[config.mk]
export PLATFORM = sky130hd
export DESIGN_NAME = mux_scan_ctrl
export DESIGN_NICKNAME = d
export VERILOG_FILES = /design/src/rtl/mux_scan_ctrl.sv
export SDC_FILE = /design/constraint.sdc
export NUM_CORES = 1
export LEC_CHECK = 0
export CAP_MARGIN = 20
export CORE_MARGIN = 8
export CORE_UTILIZATION = 30
export DETAILED_ROUTE_END_ITERATION = 10
export GPL_TIMING_DRIVEN = 0
export PLACE_DENSITY_LB_ADDON = 0.3
export SETUP_SLACK_MARGIN = 0.4
export SLEW_MARGIN = 15
export SYNTH_ARGS = -nofsm -noshare
export SYNTH_HDL_FRONTEND = slang
export SYNTH_SLANG_ARGS = --single-unit
export TNS_END_PERCENT = 20
[constraint.sdc]
create_clock -name clk -period 2.4 [get_ports clk]
set_clock_uncertainty 0.1 [all_clocks]
set_input_delay 0.36 -clock clk [delete_from_list [all_inputs] [get_ports clk]]
set_output_delay 0.36 -clock clk [all_outputs]
set_load 0.01 [all_outputs]
[src/rtl/mux_scan_ctrl.sv]
// Sequencer that walks an 8:1 bit-select mux through all inputs, samples its
// output after a settle delay per select value, and returns the byte over valid/ready.
module mux_scan_ctrl #(
  parameter int unsigned SETTLE_CYCLES = 1,
  parameter bit          MSB_FIRST     = 1'b0
) (
  input  logic       clk,
  input  logic       rst_n,
  input  logic       start,
  input  logic       mux_out,
  output logic [2:0] sel,
  output logic       busy,
  output logic [7:0] data_out,
  output logic       data_valid,
  input  logic       data_ready
);

  typedef enum logic [1:0] {IDLE, SETTLE, DONE} state_t;

  localparam logic [2:0] FIRST_SEL     = MSB_FIRST ? 3'd7 : 3'd0;
  localparam logic [3:0] SETTLE_RELOAD = 4'(SETTLE_CYCLES);

  state_t     state_q, state_d;
  logic [2:0] sel_q, sel_d;
  logic [3:0] settle_q, settle_d;
  logic [2:0] bit_q, bit_d;
  logic [7:0] data_q, data_d;

  always_ff @(posedge clk or negedge rst_n) begin
    if (!rst_n) begin
      state_q  <= IDLE;
      sel_q    <= 3'd0;
      settle_q <= 4'd0;
      bit_q    <= 3'd0;
      data_q   <= 8'h00;
    end else begin
      state_q  <= state_d;
      sel_q    <= sel_d;
      settle_q <= settle_d;
      bit_q    <= bit_d;
      data_q   <= data_d;
    end
  end

  always_comb begin
    state_d  = state_q;
    sel_d    = sel_q;
    settle_d = settle_q;
    bit_d    = bit_q;
    data_d   = data_q;
    unique case (state_q)
      IDLE: begin
        sel_d = 3'd0;
        if (start) begin
          state_d  = SETTLE;
          sel_d    = FIRST_SEL;
          settle_d = SETTLE_RELOAD;
          bit_d    = 3'd0;
        end
      end
      SETTLE: begin
        if (settle_q != 4'd0) begin
          settle_d = settle_q - 4'd1;
        end else begin
          // Store by select index so bit k always reflects mux input k.
          data_d[sel_q] = mux_out;
          if (bit_q != 3'd7) begin
            sel_d    = MSB_FIRST ? (sel_q - 3'd1) : (sel_q + 3'd1);
            settle_d = SETTLE_RELOAD;
            bit_d    = bit_q + 3'd1;
          end else begin
            state_d = DONE;
            sel_d   = 3'd0;
          end
        end
      end
      DONE: begin
        if (data_ready) state_d = IDLE;
      end
      default: state_d = IDLE;
    endcase
  end

  assign sel        = sel_q;
  assign busy       = (state_q == SETTLE);
  assign data_valid = (state_q == DONE);
  assign data_out   = data_q;

endmodule
Word level (Yosys, flattened, before mapping)
Index checks and enable logic that the tools add are counted.
{"block": "op_classes", "add_sub_neg": 3, "magnitude_cmp": 2, "n_eq_ne": 9, "mux": 19, "bitwise_logic": 1, "n_reduce_logical": 9}
{"cell": "two-way mux 3 bit", "n": 5}
{"cell": "two-way mux 4 bit", "n": 3}
{"cell": "case mux 3 bit (2 select lines)", "n": 2}
{"cell": "bitwise mux 8 bit", "n": 1}
{"cell": "two-way mux 2 bit", "n": 4}
{"cell": "case mux 4 bit (2 select lines)", "n": 1}
{"cell": "AND reduction 4 bit", "n": 2}
{"cell": "adder 3 x 1 -> 3 bit, second input constant", "n": 2}
{"cell": "!= test 2 bit, second input constant", "n": 3}
{"cell": "case mux 2 bit (3 select lines)", "n": 1}
{"cell": "less-than comparator 3 x 4 -> 1 bit, second input constant", "n": 1}
{"cell": "!= test 2 x 1 -> 1 bit, second input constant", "n": 2}
{"cell": "AND reduction 2 bit", "n": 2}
{"cell": "nonzero test 4 bit", "n": 1}
{"cell": "subtractor 4 x 1 -> 4 bit, second input constant", "n": 1}
{"cell": "demux 1 bit (select 3 bit)", "n": 1}
{"cell": ">= comparator 3 x 1 -> 1 bit, second input constant", "n": 1}
{"cell": "!= test 3 x 1 -> 1 bit, second input constant", "n": 1}
{"cell": "!= test 3 bit, second input constant", "n": 1}
{"cell": "AND reduction 3 bit", "n": 1}
{"cell": "== test 2 x 1 -> 1 bit, second input constant", "n": 1}
{"cell": "== test 2 bit, second input constant", "n": 1}
{"cell": "logical NOT 2 bit", "n": 1}
{"cell": "nonzero test 2 bit", "n": 1}
{"cell": "other kinds (3)", "n": 3}
{"block": "word_totals", "regBits": 20, "input_bits": 5, "wordCells": 48}

Logic depth before layout (Yosys ltp)
Gate-level depths: netlist of the first run.
{"block": "logic_depth", "depth_word": 5, "depth_mapped": 6, "ltp_nobuf": 5}

Least setup slack after synthesis of the first run
No wires, ideal clock.
{"block": "synth_timing", "kind": "register -> register", "from": "register bit_q[0]", "to": "register bit_q[0]", "setup_time_ns": 0.069, "arrival_ns": 1.741, "setup_slack_ns": 0.490, "stages_incl_launch_ff": 6, "n_path_buf": 0, "synth_period_minus_slack_ns": 1.910, "cell_sequence": "dfrtp_1 ha_1 ha_1 or4b_4 or3b_1 nand3_1"}
{"block": "synth_between", "elab_chain_len": 4, "word_cells_on_any_way": 7, "classes_between": "add/sub (1); eq/ne (2); mux (3); reduce/logical (1)"}
{"item": "from (decl)", "line_no": "26", "source": "logic [2:0] bit_q, bit_d;"}
{"item": "from (signal assigned)", "line_no": "40", "source": "bit_q <= bit_d;"}
{"item": "adder 3 x 1 -> 3 bit", "line_no": "70", "source": "bit_d = bit_q + 3'd1;"}
{"item": "two-way mux 3 bit", "line_no": "67", "source": "if (bit_q != 3'd7) begin"}
{"item": "two-way mux 3 bit", "line_no": "62", "source": "if (settle_q != 4'd0) begin"}
{"item": "case mux 3 bit (2 select lines)", "line_no": "51", "source": "unique case (state_q)"}
Parallel ways exist; a longest one is shown, timed or not. The select of a mux whose other input is x is not followed.
A chain may end at the register's enable or synchronous reset.

Final worst setup path of the first run
{"block": "layout_timing", "from": "register state_q[0]", "to": "output busy"}
{"block": "layout_between", "elab_chain_len": 1}
{"item": "from (decl)", "line_no": "23", "source": "state_t state_q, state_d;"}
{"item": "from (signal assigned)", "line_no": "37", "source": "state_q <= state_d;"}
{"item": "== test 2 x 1 -> 1 bit", "line_no": "85", "source": "assign busy = (state_q == SETTLE);"}
{"item": "to (decl)", "line_no": "12", "source": "output logic busy,"}
Every way passes these cells.

==> results_dict.tcl, run 1 <==
set metrics [dict create \
    initial_core_util_pct 31.38 \
    syn_nets 108 \
    cts.path.max_buffers 2 \
    portBuffers 17 \
    firstDrtPassIters 3 \
    p_switching_uw 532.6 \
    r2r-start "bit_q[0]$_DFFE_PN0P_" \
    p_comb_share_pct 44.0 \
    synth_area_um2 1047 \
    irDropWorstVdd_mv 0.4073 \
    setup_viol 0 \
    grt_pass1_vias 843 \
    grt_pass1_wl_mm 4.036 \
    r2r-end "bit_q[0]$_DFFE_PN0P_" \
    route.vias.total 830 \
    grt_setup_unrepaired "yes" \
    power_leakage_uw 0.0005683 \
    insertion_delay_ps 300 \
    design.die.area_um2 5638 \
    viasPerCell 5.000 \
    antenna_found_initial 0 \
    switching_share_pct 33.87 \
    syn_inst 98 \
    maxSlewViolCount 0 \
    synth-async-reset-ratio_pct 100.0 \
    tns_ps 0 \
    crit_fanout 8 \
    r2r_setup_slack_ps 350 \
    dpl.hpwl_mm 1.664 \
    place_inst 161 \
    gp_congestion 0.7326 \
    cts_hold_buffers 0 \
    final_layout_size_suffix_gt1_share_pct 18.33 \
    crit_end "busy" \
    grt.overflow.total 0 \
    wl_mm 2.307 \
    startpoint "state_q[0]$_DFFE_PN0P_" \
    syn-mean-instance-area_um2 10.69 \
    n_antenna_cell 0 \
    power_frac_clock_pct 17.8 \
    synth_edf_count 0 \
    grt_max_degree 21 \
    worst_slew_pin_slew_ps 948.4 \
    cp.arrival_ps 1600 \
    clock-sinks 20 \
    reg2regPathDepth 5 \
    critPathLaunchType "register" \
    max_slew_margin_pct 36.57 \
    fmax_mhz 486.4 \
    drc_errors 0 \
    yosys.cell_types.count 31 \
    track_usage_pct 9.178 \
    yosysTopAreaCell "dfrtp_1" \
    ys_seq_area_share_pct 47.79 \
    die_x_um 75.09 \
    rows 21 \
    cts_max_level 1 \
    cp.required_ps 1940 \
    intPower_uw 1040 \
    status "finished clean" \
    core_um2 3337 \
    cap_violations 0 \
    synth_top_area_share_pct 47.79 \
    ys_warn_count 0 \
    clk_pin_slew_ps 120 \
    ys.flop_type "dfrtp_1" \
    endpoint_kind "primary output" \
    cts_tree "built" \
    min_period_ps 2056 \
    io_pins 18 \
    cts_buffers 3 \
    whs_ps 418.4 \
    setup.worst_path.class "reg -> out" \
    p_seq_share_pct 38.1 \
    die_h_um 75.09 \
    clock_tree.root_cell "clkbuf_4" \
    synth-seq-cells 20 \
    drt_iter0_markers 48 \
    layoutNonFillerInstCount 166 \
    drtAntennaViolNets 0 \
    fin_nets 131 \
    hold_class "reg -> reg" \
    synthToLayoutAreaGrowth_pct 28.79 \
    powerDensity_nw_per_um2 1166 \
    synthTopCellsByArea "dfrtp_1, mux2_2, nand3_1" \
    power_uw 1573 \
    wl_per_cell_um 13.90 \
    timing.final.crit_share_pct 85.66 \
    finalHoldViolations 0 \
]
-- through the flow --
stage / setup WS, ps / utilization (%) / cell area (µm²)
after floorplan: 490.0 / - / 1047
after global placement: 405.4 / 38.21 / 1275
after detailed placement: 380.2 / 38.21 / 1275
after CTS: 331.5 / 40.23 / 1343
after global routing: 247.0 / 40.42 / 1349
final: 344.1 / 40.42 / 1349
-- cells by family (layout without fill, tap and decap cells) --
family | after synthesis | in the layout | synth area share, %
simple gates | 42 | 42 | 23.90
flops | 20 | 20 | 47.79
compound gates | 12 | 12 | 8.244
mux | 10 | 10 | 10.63
buf+inv | 9 | 31 | 3.463
fa+ha+maj | 5 | 5 | 5.974
-- critical path, cell delays in order, from the launching register on --
cell	delay, ps
dfrtp_2	420
nor2b_1	130
clkbuf_4	190
clkdlybuf4s50_1	550
-- routing by layer --
| metal | vias to the layer above | part of all wire, % | wire length [µm] | GRT usage [%] |
|---|---|---|---|---|
| met4 | 0 | 1.7 | 40 | 4.565 |
| met2 | 14 | 45 | 1041 | 14.11 |
| met1 | 409 | 47 | 1074 | 11.12 |
| li1 | 405 | - | - | - |
| met3 | 2 | 6.5 | 149 | 3.063 |
| met5 | - | 0 | 0 | 0 |
-- Yosys cell counts, types with 2 or more instances --
| cell type | n |
|---|---|
| nor4bb_1 | 2 |
| a21oi_1 | 2 |
| ha_1 | 5 |
| dfrtp_1 | 20 |
| nor4b_1 | 2 |
| nand3_1 | 13 |
| nand4_1 | 3 |
| o22ai_1 | 2 |
| nand2_1 | 8 |
| a32o_1 | 2 |
| mux2_2 | 9 |
| clkbuf_1 | 3 |
| nor2b_1 | 3 |
| inv_1 | 4 |
| nand2b_1 | 2 |
| a22o_1 | 2 |
| nor2_1 | 2 |
-- registers in the layout, indices dropped and copies added (netlist names) --
name and cells:
data_out 8, settle_q 4, bit_q 3, sel 3, state_q 2
-- worst min-delay path by stage --
stage,startpoint,slack [ps],endpoint,cells after the start
after detailed placement,data_out[2]$_DFFE_PN0P_,400,data_out[2]$_DFFE_PN0P_,1
after CTS,data_out[2]$_DFFE_PN0P_,430,data_out[2]$_DFFE_PN0P_,1
final,data_out[2]$_DFFE_PN0P_,420,data_out[2]$_DFFE_PN0P_,1
after global placement,data_out[3]$_DFFE_PN0P_,390,data_out[3]$_DFFE_PN0P_,1
after global routing,data_out[2]$_DFFE_PN0P_,430,data_out[2]$_DFFE_PN0P_,1
after floorplan,rst_n,-40,bit_q[0]$_DFFE_PN0P_,0
-- repair_timing --
item / CTS / global route
gates resized for setup: 6 / 1
setup endpoints to repair: 5 / 8
buffers inserted: 1 / 0
-- power by group through the flow --
stage	logic [µW]	clock network, µW	registers, µW
floorplan	393	0	618
global placement	676	0	595
detailed placement	693	0	603
CTS	699	286	595
global route	777	301	622
finish	692	281	600
-- final cells by class --
class / instances / area, µm²
multi-input cells: 69 / 516.7
well taps: 46 / 57.56
repair buffers: 18 / 176.4
clock inverters: 1 / 30.03
fillers: 352 / 1988
inverters: 4 / 15.01
flip-flops and latches: 20 / 501.7
clock buffers: 3 / 22.52
plain buffers: 5 / 28.78
-- cells in the final DEF, fill, tap and decap left out, types with 2 or more instances in the layout --
master / synthesis / final
a22o_1: 2 / 2
a32o_1: 2 / 2
dfrtp_1: 20 / 19
nand3_1: 13 / 13
inv_1: 4 / 4
nor4bb_1: 2 / 2
mux2_2: 9 / 9
clkdlybuf4s50_1: 0 / 16
o22ai_1: 2 / 2
clkbuf_4: 0 / 5
ha_1: 5 / 5
nand4_1: 3 / 3
nor2b_1: 3 / 3
nor2_1: 2 / 2
nand2b_1: 2 / 2
a21oi_1: 2 / 2
nand2_1: 8 / 8
(Power assumes the default switching activity.)
==> run 2: changes to the inputs <==
- CTS_CLUSTER_DIAMETER: unset -> 150
==> results of run 2 <==
Final layout, timing and power as in run 1 (identical DEF).
==> run 3: changes to the inputs <==
- RECOVER_POWER: unset -> 25
==> results_dict.tcl, run 3 (synthesis gave the netlist of run 1 again) <==
set metrics [dict create \
    min_period_ps 2056 \
    setup_viol 0 \
    largest_reg_flops 8 \
    fin_nets 131 \
    io_pins 18 \
    firstDrtPassIters 3 \
    drc_errors 0 \
    cts_tree "built" \
    finalHoldViolations 0 \
    dpl.hpwl_mm 1.664 \
    tns_ps 0 \
    wl_per_cell_um 13.89 \
    place_inst 161 \
    cp_top_family "buffers and inverters" \
    drtAntennaViolNets 0 \
    cts.path.max_buffers 2 \
    grt.overflow.total 0 \
    worst_path_max_delay_cell "clkdlybuf4s50_1" \
    cts_buffers 3 \
    max_slew_margin_pct 35.90 \
    cap_violations 0 \
    route.vias.total 830 \
    grt_setup_unrepaired "yes" \
    irDropWorstVdd_mv 0.4073 \
    final_layout_size_suffix_gt1_share_pct 18.33 \
    design.die.area_um2 5638 \
    antenna_found_initial 0 \
    wl_mm 2.306 \
    powerDensity_nw_per_um2 1166 \
    rows 21 \
    clock-sinks 20 \
    worst_slack_ps 344.1 \
    endpoint_kind "primary output" \
    final_cell_mix "dfrtp_1, clkdlybuf4s50_1, nand3_1" \
    synthToLayoutAreaGrowth_pct 28.79 \
    grt_pass1_wl_mm 4.036 \
    final_core_util_pct 40.42 \
    pre_cts_slack_ps 380.2 \
    cp.arrival_ps 1600 \
    track_usage_pct 9.178 \
    cp.required_ps 1940 \
    n_antenna_cell 0 \
    insertion_delay_ps 300 \
    status "finished clean" \
    slowest_delay_ps 550 \
    clock_tree.root_cell "clkbuf_4" \
    critPathLaunchType "register" \
    hold_class "reg -> reg" \
    cts_hold_buffers 0 \
    crit_fanout 8 \
    core_um2 3337 \
    gp_congestion 0.7326 \
    power_leakage_uw 0.0005686 \
    drt_iter0_markers 48 \
    setup.worst_path.class "reg -> out" \
    grt_max_degree 21 \
    path_buf_inv 2 \
    grt_pass1_vias 843 \
    die_x_um 75.09 \
    cp_cell_sequence "nor2b_1, clkbuf_4, clkdlybuf4s50_1" \
    worst_slew_pin_slew_ps 958.3 \
    die_h_um 75.09 \
    portBuffers 17 \
    timing.final.crit_share_pct 85.66 \
    layoutNonFillerInstCount 166 \
    maxSlewViolCount 0 \
    cts_max_level 1 \
    mostFrequentLayoutCell "dfrtp_1" \
    viasPerCell 5.000 \
    clk_pin_slew_ps 120 \
    fill_cells 352 \
    initial_core_util_pct 31.38 \
    fmax_mhz 486.4 \
]
-- run 3: cell types whose count changed in the layout (fill, tap and decap cells not counted), sizes merged --
cell,before,now
clkdlybuf4s50,16,15
dlygate4sd3,0,1
-- run 3: worst reg2reg max path, stage by stage (launching register included) --
cell and delay, ps:
dfrtp_1 430, ha_1 210, ha_1 250, or4b_4 530, or3b_1 390, nand3_1 80
-- run 3: metrics by stage --
step           hold slack (ps)  total power, µW  cell area [µm²]
2_1_floorplan           -35.59             1011             1047
3_3_place_gp             391.8             1271             1275
3_5_place_dp             397.0             1296             1275
4_1_cts                  426.2             1580             1343
5_1_grt                  431.5             1699             1349
6_report                 418.4             1572             1349
-- run 3: power breakdown --
part / switching, µW / internal, µW / total, µW
registers: 122 / 478 / 600
logic: 299 / 393 / 692
clock network: 112 / 169 / 281
-- run 3: repair_timing --
| action | CTS | global route |
|---|---|---|
| setup buffers | 1 | 0 |
| endpoints found under the setup margin | 5 | 8 |
| gates resized for setup | 6 | 1 |
-- run 3: path summary, 6_finish.rpt --
check,start,to,slack (ps),depth (start not counted)
setup / recovery,state_q[0]$_DFFE_PN0P_,busy,340,3
hold / removal,data_out[2]$_DFFE_PN0P_,data_out[2]$_DFFE_PN0P_,420,1
setup reg to reg,bit_q[0]$_DFFE_PN0P_,bit_q[0]$_DFFE_PN0P_,350,5
hold reg to reg,data_out[2]$_DFFE_PN0P_,data_out[2]$_DFFE_PN0P_,420,1
max in group asynchronous,rst_n,state_q[0]$_DFFE_PN0P_,1020,1
min in group asynchronous,rst_n,bit_q[2]$_DFFE_PN0P_,540,1
-- run 3: layout make-up --
cell class,count,area [µm²],area share (%)
Tap cell,46,57.56,4.267
Clock buffer,3,22.52,1.670
Timing Repair Buffer,18,176.4,13.08
Inverter,4,15.01,1.113
Multi-Input combinational cell,69,516.7,38.31
Clock inverter,1,30.03,2.226
Sequential cell,20,501.7,37.20
Buffer,5,28.78,2.134
-- run 3: metal layers --
layer  share of wire, %  global-route usage, %
met4                1.7                  4.565
met1                 47                  11.12
met3                6.5                  3.063
met2                 45                  14.11
met5                  0                      0
